--- src/rtl/psum_sequencer_pkg.sv ---
// Shared constants and types for the partial-sum sequencer.
// Output-index encoding matches the 2x2 tile accumulator's ctrl word.
// The FSM state type is shared so any observer can decode it.
package psum_sequencer_pkg;

  localparam int CTRL_VALID_BIT = 2;
  localparam int NUM_OUT        = 4;

  localparam logic [1:0] IDX_C11 = 2'b00;
  localparam logic [1:0] IDX_C12 = 2'b01;
  localparam logic [1:0] IDX_C21 = 2'b10;
  localparam logic [1:0] IDX_C22 = 2'b11;

  typedef enum logic [1:0] {
    IDLE = 2'd0,
    RUN  = 2'd1,
    DONE = 2'd2
  } state_e;

endpackage

--- src/rtl/psum_sequencer_row_mac.sv ---
// Row multiply-accumulate: running sum of truncated pixel*weight products.
// Latency: row_sum_o is combinational (stored sum + current product).
// Backpressure: none; the parent gates acc_en_i with its handshake.
module psum_sequencer_row_mac #(
  parameter int DATA_W = 8
) (
  input  logic              clk,
  input  logic              rst,
  input  logic              clear_i,
  input  logic              acc_en_i,
  input  logic              last_tap_i,
  input  logic [DATA_W-1:0] pixel_i,
  input  logic [DATA_W-1:0] weight_i,
  output logic [DATA_W-1:0] row_sum_o
);

  logic [DATA_W-1:0] prod_lo;
  logic [DATA_W-1:0] sum_q;
  logic [DATA_W-1:0] sum_d;

  // Only the low DATA_W bits of the product matter: the sum wraps mod 2^DATA_W,
  // so the self-determined DATA_W-bit multiply gives exactly those bits.
  assign prod_lo   = pixel_i * weight_i;
  assign row_sum_o = sum_q + prod_lo;

  // Next running sum: cleared at job start and after the last tap of a row.
  always_comb begin
    sum_d = sum_q;
    if (clear_i) begin
      sum_d = '0;
    end else if (acc_en_i) begin
      sum_d = last_tap_i ? '0 : row_sum_o;
    end
  end

  // Running-sum register.
  always_ff @(posedge clk or negedge rst) begin
    if (!rst) begin
      sum_q <= '0;
    end else begin
      sum_q <= sum_d;
    end
  end

endmodule

--- src/rtl/psum_sequencer.sv ---
// Feeds row partial sums with {valid, output index} to the 2x2 tile accumulator.
// Latency: p_sum/ctrl valid one cycle after the last pair of a row is accepted.
// Backpressure: in_ready high for the whole RUN phase, low in IDLE and DONE.
module psum_sequencer
  import psum_sequencer_pkg::*;
#(
  parameter int TAPS_PER_ROW = 3,
  parameter int ROWS         = 3,
  parameter int DATA_W       = 8
) (
  input  logic              clk,
  input  logic              rst,
  input  logic              start,
  input  logic              in_valid,
  output logic              in_ready,
  input  logic [DATA_W-1:0] pixel,
  input  logic [DATA_W-1:0] weight,
  output logic [2:0]        ctrl,
  output logic [DATA_W-1:0] p_sum,
  output logic              busy,
  output logic              done
);

  localparam int TAP_W = (TAPS_PER_ROW > 1) ? $clog2(TAPS_PER_ROW) : 1;
  localparam int ROW_W = (ROWS > 1) ? $clog2(ROWS) : 1;

  state_e            state_q, state_d;
  logic [TAP_W-1:0]  tap_q, tap_d;
  logic [ROW_W-1:0]  row_q, row_d;
  logic [1:0]        idx_q, idx_d;
  logic [2:0]        ctrl_q, ctrl_d;
  logic [DATA_W-1:0] p_sum_q, p_sum_d;

  logic              accept;
  logic              last_tap;
  logic              last_row;
  logic              mac_clear;
  logic [DATA_W-1:0] row_sum;

  assign in_ready = (state_q == RUN);
  assign busy     = (state_q != IDLE);
  assign done     = (state_q == DONE);
  assign ctrl     = ctrl_q;
  assign p_sum    = p_sum_q;

  assign accept   = in_valid && in_ready;
  assign last_tap = (tap_q == TAP_W'(TAPS_PER_ROW - 1));
  assign last_row = (row_q == ROW_W'(ROWS - 1));

  psum_sequencer_row_mac #(
    .DATA_W(DATA_W)
  ) u_row_mac (
    .clk       (clk),
    .rst       (rst),
    .clear_i   (mac_clear),
    .acc_en_i  (accept),
    .last_tap_i(last_tap),
    .pixel_i   (pixel),
    .weight_i  (weight),
    .row_sum_o (row_sum)
  );

  // Next state, counters and the one-cycle emission word.
  always_comb begin
    state_d   = state_q;
    tap_d     = tap_q;
    row_d     = row_q;
    idx_d     = idx_q;
    ctrl_d    = 3'b000;
    p_sum_d   = '0;
    mac_clear = 1'b0;
    case (state_q)
      IDLE: begin
        if (start) begin
          state_d   = RUN;
          tap_d     = '0;
          row_d     = '0;
          idx_d     = IDX_C11;
          mac_clear = 1'b1;
        end
      end
      RUN: begin
        if (accept) begin
          if (last_tap) begin
            ctrl_d[CTRL_VALID_BIT] = 1'b1;
            ctrl_d[1:0]            = idx_q;
            p_sum_d                = row_sum;
            tap_d                  = '0;
            if (last_row) begin
              row_d = '0;
              idx_d = idx_q + 2'd1;
              // The last row of c22 closes the job; its emission shows during DONE.
              if (idx_q == IDX_C22) begin
                state_d = DONE;
              end
            end else begin
              row_d = row_q + ROW_W'(1);
            end
          end else begin
            tap_d = tap_q + TAP_W'(1);
          end
        end
      end
      DONE: begin
        state_d = IDLE;
      end
      default: begin
        state_d = IDLE;
      end
    endcase
  end

  // State, counters and registered outputs.
  always_ff @(posedge clk or negedge rst) begin
    if (!rst) begin
      state_q <= IDLE;
      tap_q   <= '0;
      row_q   <= '0;
      idx_q   <= IDX_C11;
      ctrl_q  <= 3'b000;
      p_sum_q <= '0;
    end else begin
      state_q <= state_d;
      tap_q   <= tap_d;
      row_q   <= row_d;
      idx_q   <= idx_d;
      ctrl_q  <= ctrl_d;
      p_sum_q <= p_sum_d;
    end
  end

endmodule

--- config.mk ---
export PLATFORM = sky130hd
export DESIGN_NAME = psum_sequencer
export DESIGN_NICKNAME = d
export VERILOG_FILES = /design/src/rtl/psum_sequencer_pkg.sv /design/src/rtl/psum_sequencer_row_mac.sv /design/src/rtl/psum_sequencer.sv
export SDC_FILE = /design/constraint.sdc
export NUM_CORES = 1
export LEC_CHECK = 0
export ABC_AREA = 1
export BUFFER_PORTS_ARGS = -buffer_cell sky130_fd_sc_hd__buf_2
export CAP_MARGIN = 20
export CORE_ASPECT_RATIO = 0.9
export CORE_MARGIN = 1.5
export CORE_UTILIZATION = 52
export CTS_BUF_LIST = sky130_fd_sc_hd__clkbuf_16
export DETAILED_ROUTE_END_ITERATION = 8
export PLACE_DENSITY = 0.82
export SETUP_SLACK_MARGIN = 0.02
export SKIP_CTS_REPAIR_TIMING = 1
export SYNTH_ARGS = -nofsm -noshare
export SYNTH_HDL_FRONTEND = slang
export SYNTH_SLANG_ARGS = --single-unit
--- constraint.sdc ---
create_clock -name clk -period 7.5 [get_ports clk]
set_clock_uncertainty 0.1 [all_clocks]
set_input_delay 0.375 -clock clk [delete_from_list [all_inputs] [get_ports clk]]
set_output_delay 0.375 -clock clk [all_outputs]
set_load 0.02 [all_outputs]
## Word level (Yosys, flattened, before mapping)

Cells that the tools add are included.

| storage, ports and cells | value |
|---|---|
| word-level logic and storage cells | 60 |
| bits of input ports | 20 |
| output and inout bits | 14 |
| bits in registers | 27 |

| operators by class | value |
|---|---|
| eq/ne operators | 10 |
| muxes and demuxes | 29 |
| reduce and logical (&&, ||, !) cells | 9 |
| add/sub/neg operators | 4 |
| $mul | 1 |

Operators with widths:

| kind | number |
|---|---|
| 8-bit two-way mux | 6 |
| 2-bit two-way mux | 14 |
| 2-bit case mux with 2 select lines | 4 |
| 5-bit AND reduction | 2 |
| 3-bit two-way mux | 3 |
| 8-bit adder | 1 |
| 2-bit equality test, second input constant | 4 |
| 8-bit by 8-bit multiplier with 8-bit output | 1 |
| 2-bit by 1-bit inequality test with 1-bit output, second input constant | 4 |
| 2-bit by 1-bit adder with 2-bit output, second input constant | 3 |
| 2-bit nonzero test | 3 |
| 4-bit AND reduction | 1 |
| 3-bit AND reduction | 1 |
| 2-bit by 1-bit equality test with 1-bit output, second input constant | 1 |
| 2-bit zero test | 1 |
| 1-bit two-way mux | 2 |
| 2-bit inequality test, second input constant | 1 |
| 1-bit logical AND | 1 |

## Logic depth before layout (Yosys ltp)

Gate-level depths: netlist of the first run.

| depth | value |
|---|---|
| depth in word-level cells | 6 |
| gate-level depth with buffers | 21 |
| mapped depth without buffers | 20 |

## Cells and area by module

A second synthesis of the first run with hierarchy kept.

| second synthesis, totals | value |
|---|---|
| cells, all modules | 320 |
| area, all modules | 2426.1 um^2 |

Modules (own cells, without submodules):

| module | times used | cells an instance | area an instance (um^2) | seq. area each (um^2) |
|---|---|---|---|---|
| psum_sequencer_row_mac | 1 | 231 | 1590.3 | 200.2 |
| psum_sequencer | 1 | 89 | 835.8 | 475.5 |

## Least setup slack after synthesis of the first run

No wires, ideal clock.

| timing | value |
|---|---|
| kind | input port to flip-flop |
| from | input pixel[1] |
| to | register u_row_mac.sum_q[7] |
| stages | 20 |
| setup time | 0.117 ns |
| arrival | 3.732 ns |
| path buffers | 1 |
| data required time | 7.283 ns |
| setup slack | 3.551 ns |
| path through | buf_2 nand2_1 fa_1 fa_1 inv_1 fa_1 inv_1 fa_1 inv_1 ha_1 a21oi_1 nand2_1 nand2_1 nand2_1 inv_1 nand3_1 nand2_1 nand3_1 nand3_1 nand2_1 |

| between the ends | value |
|---|---|
| cells in the longest elaborated chain, start to end | 5 |

RTL lines:

| item | line | text |
|---|---|---|
| start, declared | psum_sequencer.sv:16 | `input logic [DATA_W-1:0] pixel,` |
| 8-bit by 8-bit multiplier with 8-bit output | psum_sequencer_row_mac.sv:23 | `assign prod_lo = pixel_i * weight_i;` |
| 8-bit adder | psum_sequencer_row_mac.sv:24 | `assign row_sum_o = sum_q + prod_lo;` |
| 8-bit two-way mux | psum_sequencer_row_mac.sv:32 | `sum_d = last_tap_i ? '0 : row_sum_o;` |
| 8-bit two-way mux | psum_sequencer_row_mac.sv:31 | `end else if (acc_en_i) begin` |
| 8-bit two-way mux | psum_sequencer_row_mac.sv:29 | `if (clear_i) begin` |
| end signal, assigned | psum_sequencer_row_mac.sv:41 | `sum_q <= sum_d;` |
| end, declared | psum_sequencer_row_mac.sv:18 | `logic [DATA_W-1:0] sum_q;` |

Every way passes these cells. The select of a mux whose other input is x is not followed.
A chain may end at the register's enable or synchronous reset.

## Worst setup path after layout of the first run

| timing | value |
|---|---|
| from | register u_row_mac.sum_q[6] |
| to | register u_row_mac.sum_q[7] |

| between the ends | value |
|---|---|
| cells in the longest elaborated chain, start to end | 4 |

RTL lines:

| item | line |
|---|---|
| 8-bit adder | psum_sequencer_row_mac.sv:24 |
| 8-bit two-way mux | psum_sequencer_row_mac.sv:32 |
| 8-bit two-way mux | psum_sequencer_row_mac.sv:31 |
| 8-bit two-way mux | psum_sequencer_row_mac.sv:29 |

Every way passes these cells. The select of a mux whose other input is x is not followed.

==> metrics.txt, run 1 <==
routed via count=1,869; worst skew pair latency=260 ps; Critical Path Fanout Max=3; synth unique cells=29; most common cell after layout, fill and taps aside=nand2_1; asr flop ratio synth=100%; top-area cell type share of the netlist area=29.3%; compound-cell area share of the yosys netlist=5.05%; number of synthesized flops with an enable pin=0; Num CTS Buffers=3; WL/cell=11.1 um; Syn Inst Count=293; max-cap viol count=0; first-pass GRT wire length=7360 um; maximum VDD drop=156 uV; Setup Viol. Count Final=0; Crit. End Element=register; Post-Synth XOR/XNOR Area=1.90%; FF-to-FF Start=u_row_mac.sum_q[6]; DRT iter0 DRCs=118; warnings from Yosys=0; Placement Setup Slack=3310 ps; Critical Path RT=7550 ps; part of the cycle the worst path needs=52.3%; initial antenna violation count=0; final net count=383; most frequent cells in the layout=74 x nand2_1, 72 x inv_1, 33 x buf_2; outcome=complete, no violations; post-route ant nets=0; Starting Density=55.4%; Power, Total=891 uW; gr usage total=20.0%; Crit. Startpoint=u_row_mac.sum_q[6]; top post-synthesis cells by area=dfrtp_1 29%, fa_1 16%, nand2_1 12%; PD cells=343 mW/mm^2; Max Freq=255 MHz; Critical R2R Capture=u_row_mac.sum_q[7]; clock transition at the registers of the reported paths=60 ps; Leak=0.00155 uW; P&R area growth vs syn=12.9%; Root Buffer=clkbuf_16; Final Non-Filler Cells=386; Synth Area in Simple Gates=24.5%; number of remaining DRC errors=0; fin area=0.00260 sq mm; CTS Sinks=27; setup TNS=0 ps; grt met3 use=3.66%; ant diodes=0; die height=66.1 um; FF-to-FF setup slack=3580 ps; minimum clock period=3920 ps; largest family of logic cells by synthesized area=adder cells; CTS Buffer Depth=2; startpoint types=register; Total Die Area=0.00484 sq mm; Max Slew Vio Count=0; Avg Inst Size Synth=7.86 sq um; met2 Use GR=31.5%; Core Region=0.00416 sq mm; cell taking the most area after synthesis=dfrtp_1; gpl congestion=0.840; final hold vios=0; Relative slew margins=60.7%; synthesis-stage register bit count=27; Synth Flop Type=dfrtp_1; Fillers=375; Worst Hold Class=in -> async; placed cell area=0.00252 sq mm; IO Count=34; largest net degree at the start of global routing=28; adder-cell area share of the yosys netlist=25.4%; Worst Tran Pin Value=589 ps; critical path class=reg -> reg; mapped cell area=0.00230 sq mm; met1 usage=29.0%; Placed Cells=382; multiplexer share of the synthesized area=0%; vias in the first global route=1,687; syn_nets=349; PortBufs=33; Overflow after GRT=0; H-tree Lvls=1; CTS tree=yes; die span in x=73.1 um; busiest grt layer=met2; FF-to-FF path depth=19; post-synthesis sequential area ratio=29.3%; Vias/cell=4.84; hpwl dp=3560 um; worst setup margin=3580 ps; DR pass1 iterations=4; CP arrival=3980 ps; drt total wl=4280 um; RSZ-0062 raised after global routing=false; share of cells above drive strength 1=16.0%; Cell Rows=22
## cell usage after synthesis, types with 2 or more instances
cell     count
a21oi_1      3
nand4_1      2
nor2_1      17
inv_4        2
buf_2        3
ha_1        18
nand2_1     74
o22ai_1      5
xnor2_1      3
o21ai_0      2
inv_2        3
nor2_4       4
dfrtp_1     27
fa_1        18
inv_1       71
nand3_1     25
o21ai_1      3
xor2_1       2
## sequential cells by signal (all words and copies together) (netlist names)
name / flops
ctrl: 3
u_row_mac.sum_q: 8
state_q: 2
idx_q: 2
p_sum: 8
row_q: 2
tap_q: 2
## metrics by stage
step / utilization [%] / hold WS [ps]
after floorplan: - / -20.6
after global placement: 60.6 / 309
after detailed placement: 60.6 / 308
after CTS: 62.5 / 31.6
after global routing: 62.5 / 68.4
final: 62.5 / 17.0
## worst max path at each step
stage,endpoint,slack (ps),depth (start not counted)
6_report,u_row_mac.sum_q[7],3580,19
5_1_grt,u_row_mac.sum_q[7],3360,19
4_1_cts,u_row_mac.sum_q[7],3570,19
3_5_place_dp,u_row_mac.sum_q[7],3310,20
3_3_place_gp,u_row_mac.sum_q[7],3430,20
2_1_floorplan,u_row_mac.sum_q[7],3550,20
## routing by layer
metal / wire [um] / up-vias
li1: - / 948
met1: 1990 / 883
met2: 2120 / 34
met3: 145 / 4
met4: 25 / 0
met5: 0 / -
## cell families (layout without fill, tap and decap cells)
logic type	after synthesis	count (layout)
XOR/XNOR	5	5
AND/OR/NAND/NOR	126	126
flip-flops	27	27
buffers and inverters	81	114
AO/OA/AOI/OAI	18	18
adder cells (fa/ha/maj)	36	36
## area by class of cell
cell class	count	area (sq um)	area share (%)
inverter	77	295	11.4
clock buffer	3	75.1	2.89
sequential	27	676	26.0
tap	60	75.1	2.89
multi-input combinational	185	1310	50.4
clock inverter	1	3.75	0.144
timing repair buffer	33	165	6.36
## worst max-delay path, cell delays in order, from the launching register on
cell and delay, ps:
dfrtp_1 330, inv_1 70, fa_1 500, fa_1 510, inv_1 50, fa_1 470, inv_1 50, fa_1 530
inv_1 50, ha_1 320, a21oi_1 190, nand2_1 70, nand2_1 60, nand2_1 90, inv_1 80, nand3_1 80
nand2_1 80, nand3_1 80, nand3_1 80, nand2_1 50
## power by group
part / internal [uW] / switching (uW) / total (uW)
sequential: 193 / 23.8 / 217
clock: 71.3 / 46.0 / 117
combinational: 216 / 341 / 557
total: 480 / 411 / 891
No activity file was read; power rests on OpenSTA's default activity.
==> run 2, diff against run 1 <==
Settings changed: ABC_AREA 1 to 0.
Clock period 7.5 ns to 4 ns, I/O delays scaled along.
==> metrics.txt, run 2 <==
outcome=complete, no violations; vias in the first global route=1,528 (-9.4%); first-pass GRT wire length=7370 um (about the same); WL/cell=15.5 um (+40%); sequential share of power=23.1% (-1.2 points); Worst Hold Class=in -> reg; mapped cell area=0.00211 sq mm (-8.3%); cell taking the most area after synthesis=dfrtp_1; Synth Flop Type=dfrtp_1; placed cell area=0.00233 sq mm (-7.7%); top post-synthesis cells by area=dfrtp_1 32%, fa_1 17%, ha_1 11%; startpoint types=register; largest net degree at the start of global routing=28 (unchanged); Leak=0.00133 uW (-14%); final hold vios=0 (unchanged); final net count=307 (-20%); synth unique cells=34 (+17%); Avg Inst Size Synth=10.0 sq um (+27%); switching pwr=763 uW (+86%); Syn Inst Count=211 (-28%); Placement Setup Slack=-77.8 ps (-3380 ps); syn_nets=267 (-23%); synthesis-stage register bit count=27 (unchanged); top cells by count, synth=37 x inv_1, 33 x nand2_1, 27 x dfrtp_1; Overflow after GRT=0 (unchanged); share of cells above drive strength 1=21.6% (+5.6 points); worst setup margin=105 ps (-3470 ps); Internal=1060 uW (+120%); Root Buffer=clkbuf_16; max-cap viol count=0 (unchanged); clock transition at the registers of the reported paths=70 ps (about the same); switch share=41.8% (-4.4 points); IO Count=34 (unchanged); Core Region=0.00381 sq mm (-8.3%); routed via count=1,546 (-17%); CTS Buffer Depth=2 (unchanged); gpl congestion=0.863 (+2.7%); Critical Path Fanout Max=2 (-1); hpwl dp=3230 um (-9.3%); Num CTS Buffers=3 (unchanged); DR pass1 iterations=4 (unchanged); initial antenna violation count=0 (unchanged); CTS tree=yes; Vias/cell=5.22 (+7.9%); Crit. End Element=register; maximum VDD drop=515 uV (+230%); gr usage total=21.5% (+1.5 points); Starting Density=55.4% (about the same); most common cell after layout, fill and taps aside=inv_1; P&R area growth vs syn=17.6%; top-area cell type share of the netlist area=32.0% (+2.7 points); Total Die Area=0.00445 sq mm (-8.0%); ant diodes=0 (unchanged); post-route ant nets=0 (unchanged); most frequent cells in the layout=35 x inv_1, 33 x nand2_1, 33 x buf_2; PortBufs=33 (unchanged); DRT iter0 DRCs=138 (+17%); Max Slew Vio Count=0 (unchanged); Relative slew margins=58.8% (-1.9 points); Setup Viol. Count Final=0 (unchanged); number of synthesized flops with an enable pin=0 (unchanged); Final Non-Filler Cells=296 (-23%); worst skew pair latency=260 ps (about the same); Clk pwr share=12.5% (-0.7 points); fin area=0.00248 sq mm (-4.5%); drt total wl=4580 um (+7.0%); critical path class=reg -> reg; warnings from Yosys=0 (unchanged); CTS Sinks=27 (unchanged); die span in x=70.2 um (-4.1%); Cell Rows=21 (-4.5%); CP arrival=3970 ps (about the same); minimum clock period=3890 ps (-30.4 ps); asr flop ratio synth=100% (unchanged); Comb power frac=64.3% (+1.8 points); Max Freq=257 MHz (+0.78%); Critical Path RT=4070 ps (-3480 ps); Worst Tran Pin Value=618 ps (+28.8 ps); count leader, synth=inv_1; die height=63.4 um (-4.1%); PD cells=736 mW/mm^2 (+110%); H-tree Lvls=1 (unchanged); Placed Cells=288 (-25%); Fillers=291 (-22%); post-synthesis sequential area ratio=32.0% (+2.7 points); part of the cycle the worst path needs=97.4% (+45 points); number of remaining DRC errors=0 (unchanged)
run 2: kinds of logic after synthesis:
kind of cell,synth area share (%)
adders and majority gates,27.7
DFF,32.0
buffers and inverters,7.11
AOI/OAI and AO/OA,8.06
xor gates and xnor gates,8.65
muxes,1.01
and+or+nand+nor,15.4
run 2: cell type report:
| type | count | area (sq um) | share of cell area (%) |
|---|---|---|---|
| inverters | 38 | 143 | 5.75 |
| clock buffers | 3 | 75.1 | 3.02 |
| repair buffers | 37 | 198 | 7.96 |
| flip-flops and latches | 27 | 676 | 27.2 |
| well taps | 46 | 57.6 | 2.32 |
| clock inverters | 1 | 5.00 | 0.202 |
| multi-input cells | 144 | 1330 | 53.5 |
run 2: routing by layer:
metal  wire (um)  global-route usage, %  share of wire (%)
met5           0                      0                  0
met4          92                   3.61                2.0
met3         179                   3.36                3.9
met2        2370                   36.1                 52
met1        1940                   30.3                 42
run 2: worst paths after layout:
kind                                           end  slack, ps                from  depth (start not counted)
worst max-delay path            u_row_mac.sum_q[7]        110  u_row_mac.sum_q[3]                         15
worst min-delay path                      tap_q[1]        150            in_valid                          3
worst max register to register  u_row_mac.sum_q[7]        110  u_row_mac.sum_q[3]                         15
worst min register to register            row_q[0]        410            row_q[1]                          1
max in group asynchronous       u_row_mac.sum_q[4]       3010                 rst                          2
min in group asynchronous               state_q[1]        380                 rst                          2
run 2: metrics by stage:
| stage | power, uW | hold slack (ps) | util, % | setup TNS (ps) |
|---|---|---|---|---|
| after floorplan | 1210 | -196 | - | 0 |
| after global placement | 1400 | 130 | 61.1 | 0 |
| after detailed placement | 1440 | 140 | 61.1 | -104 |
| after CTS | 1700 | -142 | 63.2 | -77.5 |
| after global routing | 1990 | 182 | 65.2 | -27.3 |
| final | 1830 | 155 | 65.2 | 0 |
run 2: critical path, stage by stage, from the launching register on:
cell and delay, ps:
dfrtp_1 380, inv_2 50, fa_1 520, inv_1 40
ha_1 280, ha_1 280, inv_1 50, fa_1 530
inv_1 60, ha_4 160, fa_2 330, a21o_1 190
a21oi_2 150, xnor3_1 250, xnor3_1 220, o31ai_2 220
run 2: power by group through the flow:
| stage | Sequential [uW] | Combinational [uW] | Clock (uW) |
|---|---|---|---|
| finish | 422 | 1180 | 229 |
| global route | 431 | 1320 | 245 |
| CTS | 421 | 1050 | 232 |
| detailed placement | 420 | 1020 | 0 |
| global placement | 417 | 980 | 0 |
| floorplan | 433 | 774 | 0 |
==> run 3, diff against run 2 <==
Settings changed: CORE_ASPECT_RATIO 0.9 to default, CORE_MARGIN 1.5 to 4.
==> metrics.txt, run 3 (same netlist as run 2, synthesis figures left out) <==
most frequent cells in the layout=33 x nand2_1, 33 x buf_2, 29 x inv_1; worst path bufs/invs=4 (unchanged); final core occ=66.1% (+0.92 points); Hold WS=167 ps (+12.3 ps); critical path's top delay family=adder cells; PortBufs=33 (unchanged); worst skew pair latency=260 ps (about the same); Comb power frac=65.1% (+0.8 points); Crit. End Element=register; routed via count=1,523 (-1.5%); PD cells=729 mW/mm^2 (-0.97%); Internal=1080 uW (+1.1%); share of cells above drive strength 1=25.4% (+3.8 points); IO Count=34 (unchanged); final net count=309 (+0.65%); gr usage total=16.8% (-4.8 points); Num CTS Buffers=3 (unchanged); Starting Density=55.6% (+0.16 points); final hold vios=0 (unchanged); CP max stage delay=540 ps (about the same); startpoint types=register; Critical Path RT=4070 ps (about the same); sequential share of power=22.7% (-0.4 points); critical path class=reg -> reg; Worst Hold Class=in -> reg; post-route ant nets=0 (unchanged); Max Slew Vio Count=0 (unchanged); Final Non-Filler Cells=300 (+1.4%); worst setup margin=23.8 ps (-81.7 ps); Total Die Area=0.00514 sq mm (+16%); switching pwr=754 uW (-1.2%); H-tree Lvls=1 (unchanged); Placed Cells=292 (+1.4%); DRT iter0 DRCs=89 (-36%); ant diodes=0 (unchanged); max-cap viol count=0 (unchanged); Overflow after GRT=0 (unchanged); Clk pwr share=12.2% (-0.3 points); outcome=complete, no violations; number of remaining DRC errors=0 (unchanged); vias in the first global route=1,521 (-0.46%); maximum VDD drop=487 uV (-5.4%); largest net degree at the start of global routing=28 (unchanged); Worst Tran Pin Value=573 ps (-45.1 ps); Setup Viol. Count Final=0 (unchanged); Core Region=0.00380 sq mm (-0.30%); Worst path slowest cell=fa_1; Critical Path Fanout Max=2 (unchanged); die span in x=71.7 um (+2.2%); switch share=41.2% (-0.56 points); Max Freq=251 MHz (-2.1%); Relative slew margins=61.8% (+3.0 points); hpwl dp=3240 um (+0.34%); CTS tree=yes; WL/cell=13.9 um (-10%); Placement Setup Slack=-13.3 ps (+64.6 ps); CTS Sinks=27 (unchanged); CP dominant cell by count=fa_1; initial antenna violation count=0 (unchanged); gpl congestion=0.837 (-3.0%); part of the cycle the worst path needs=99.4% (+2.0 points); clock transition at the registers of the reported paths=60 ps (about the same); Root Buffer=clkbuf_16; CP Cell Sequence=inv_2, fa_1, inv_1, fa_1, ha_1, inv_1, fa_1, inv_2, fa_2, a21o_1, a21oi_2, xnor3_1, xnor3_1, o31ai_2; P&R area growth vs syn=18.9%; CTS Buffer Depth=2 (unchanged); die height=71.7 um (+13%); drt total wl=4160 um (-9.2%); Cell Rows=22 (+4.8%); Leak=0.00134 uW (+0.90%); CP arrival=4050 ps (+80 ps); RSZ-0062 raised after global routing=true; DR pass1 iterations=4 (unchanged); setup TNS=0 ps (unchanged); first-pass GRT wire length=7010 um (-4.9%); Vias/cell=5.08 (-2.8%); minimum clock period=3980 ps (+81.7 ps)
==> run 3: layout make-up <==
class	count	area, sq um
tap	48	60.1
fill	299	1290
clock inverter	1	5.00
multi-input combinational	144	1340
clock buffer	3	75.1
inverter	38	143
sequential	27	676
timing repair buffer	39	213
==> run 3: tightest hold or removal path: cells and delay by family <==
kind                   cells  cell delay [ps]
buffers and inverters      1              130
and+or+nand+nor            1               80
AOI/OAI and AO/OA          1               70
==> run 3: per-layer routing <==
layer / wire length, um / part of all wire [%] / vias up / global-route usage (%)
met2: 2110 / 51 / 29 / 27.1
li1: - / - / 746 / -
met1: 1880 / 45 / 740 / 24.7
met3: 116 / 2.8 / 8 / 2.52
met5: 0 / 0 / - / 0
met4: 48 / 1.2 / 0 / 1.67
==> run 3: path summary, 6_finish.rpt <==
path | start | endpoint | slack (ps) | cells past startpoint
min in group asynchronous | rst | state_q[0] | 370 | 2
max in group asynchronous | rst | u_row_mac.sum_q[0] | 3050 | 2
setup / recovery | u_row_mac.sum_q[4] | u_row_mac.sum_q[7] | 20 | 14
hold / removal | in_valid | tap_q[1] | 170 | 3
setup reg to reg | u_row_mac.sum_q[4] | u_row_mac.sum_q[7] | 20 | 14
hold reg to reg | u_row_mac.sum_q[6] | u_row_mac.sum_q[6] | 400 | 2
==> run 3: power groups by stage <==
| stage | clock, uW | combinational (uW) | sequential (uW) |
|---|---|---|---|
| after floorplan | 0 | 774 | 433 |
| after global placement | 0 | 1020 | 416 |
| after global routing | 237 | 1340 | 429 |
| final | 223 | 1190 | 416 |
| after detailed placement | 0 | 1050 | 419 |
| after CTS | 227 | 1060 | 414 |
==> run 3: stage by stage <==
step                power [uW]  area, sq um
CTS                       1700         2420
finish                    1830         2510
global route              2010         2510
floorplan                 1210         2110
detailed placement        1470         2340
global placement          1430         2340
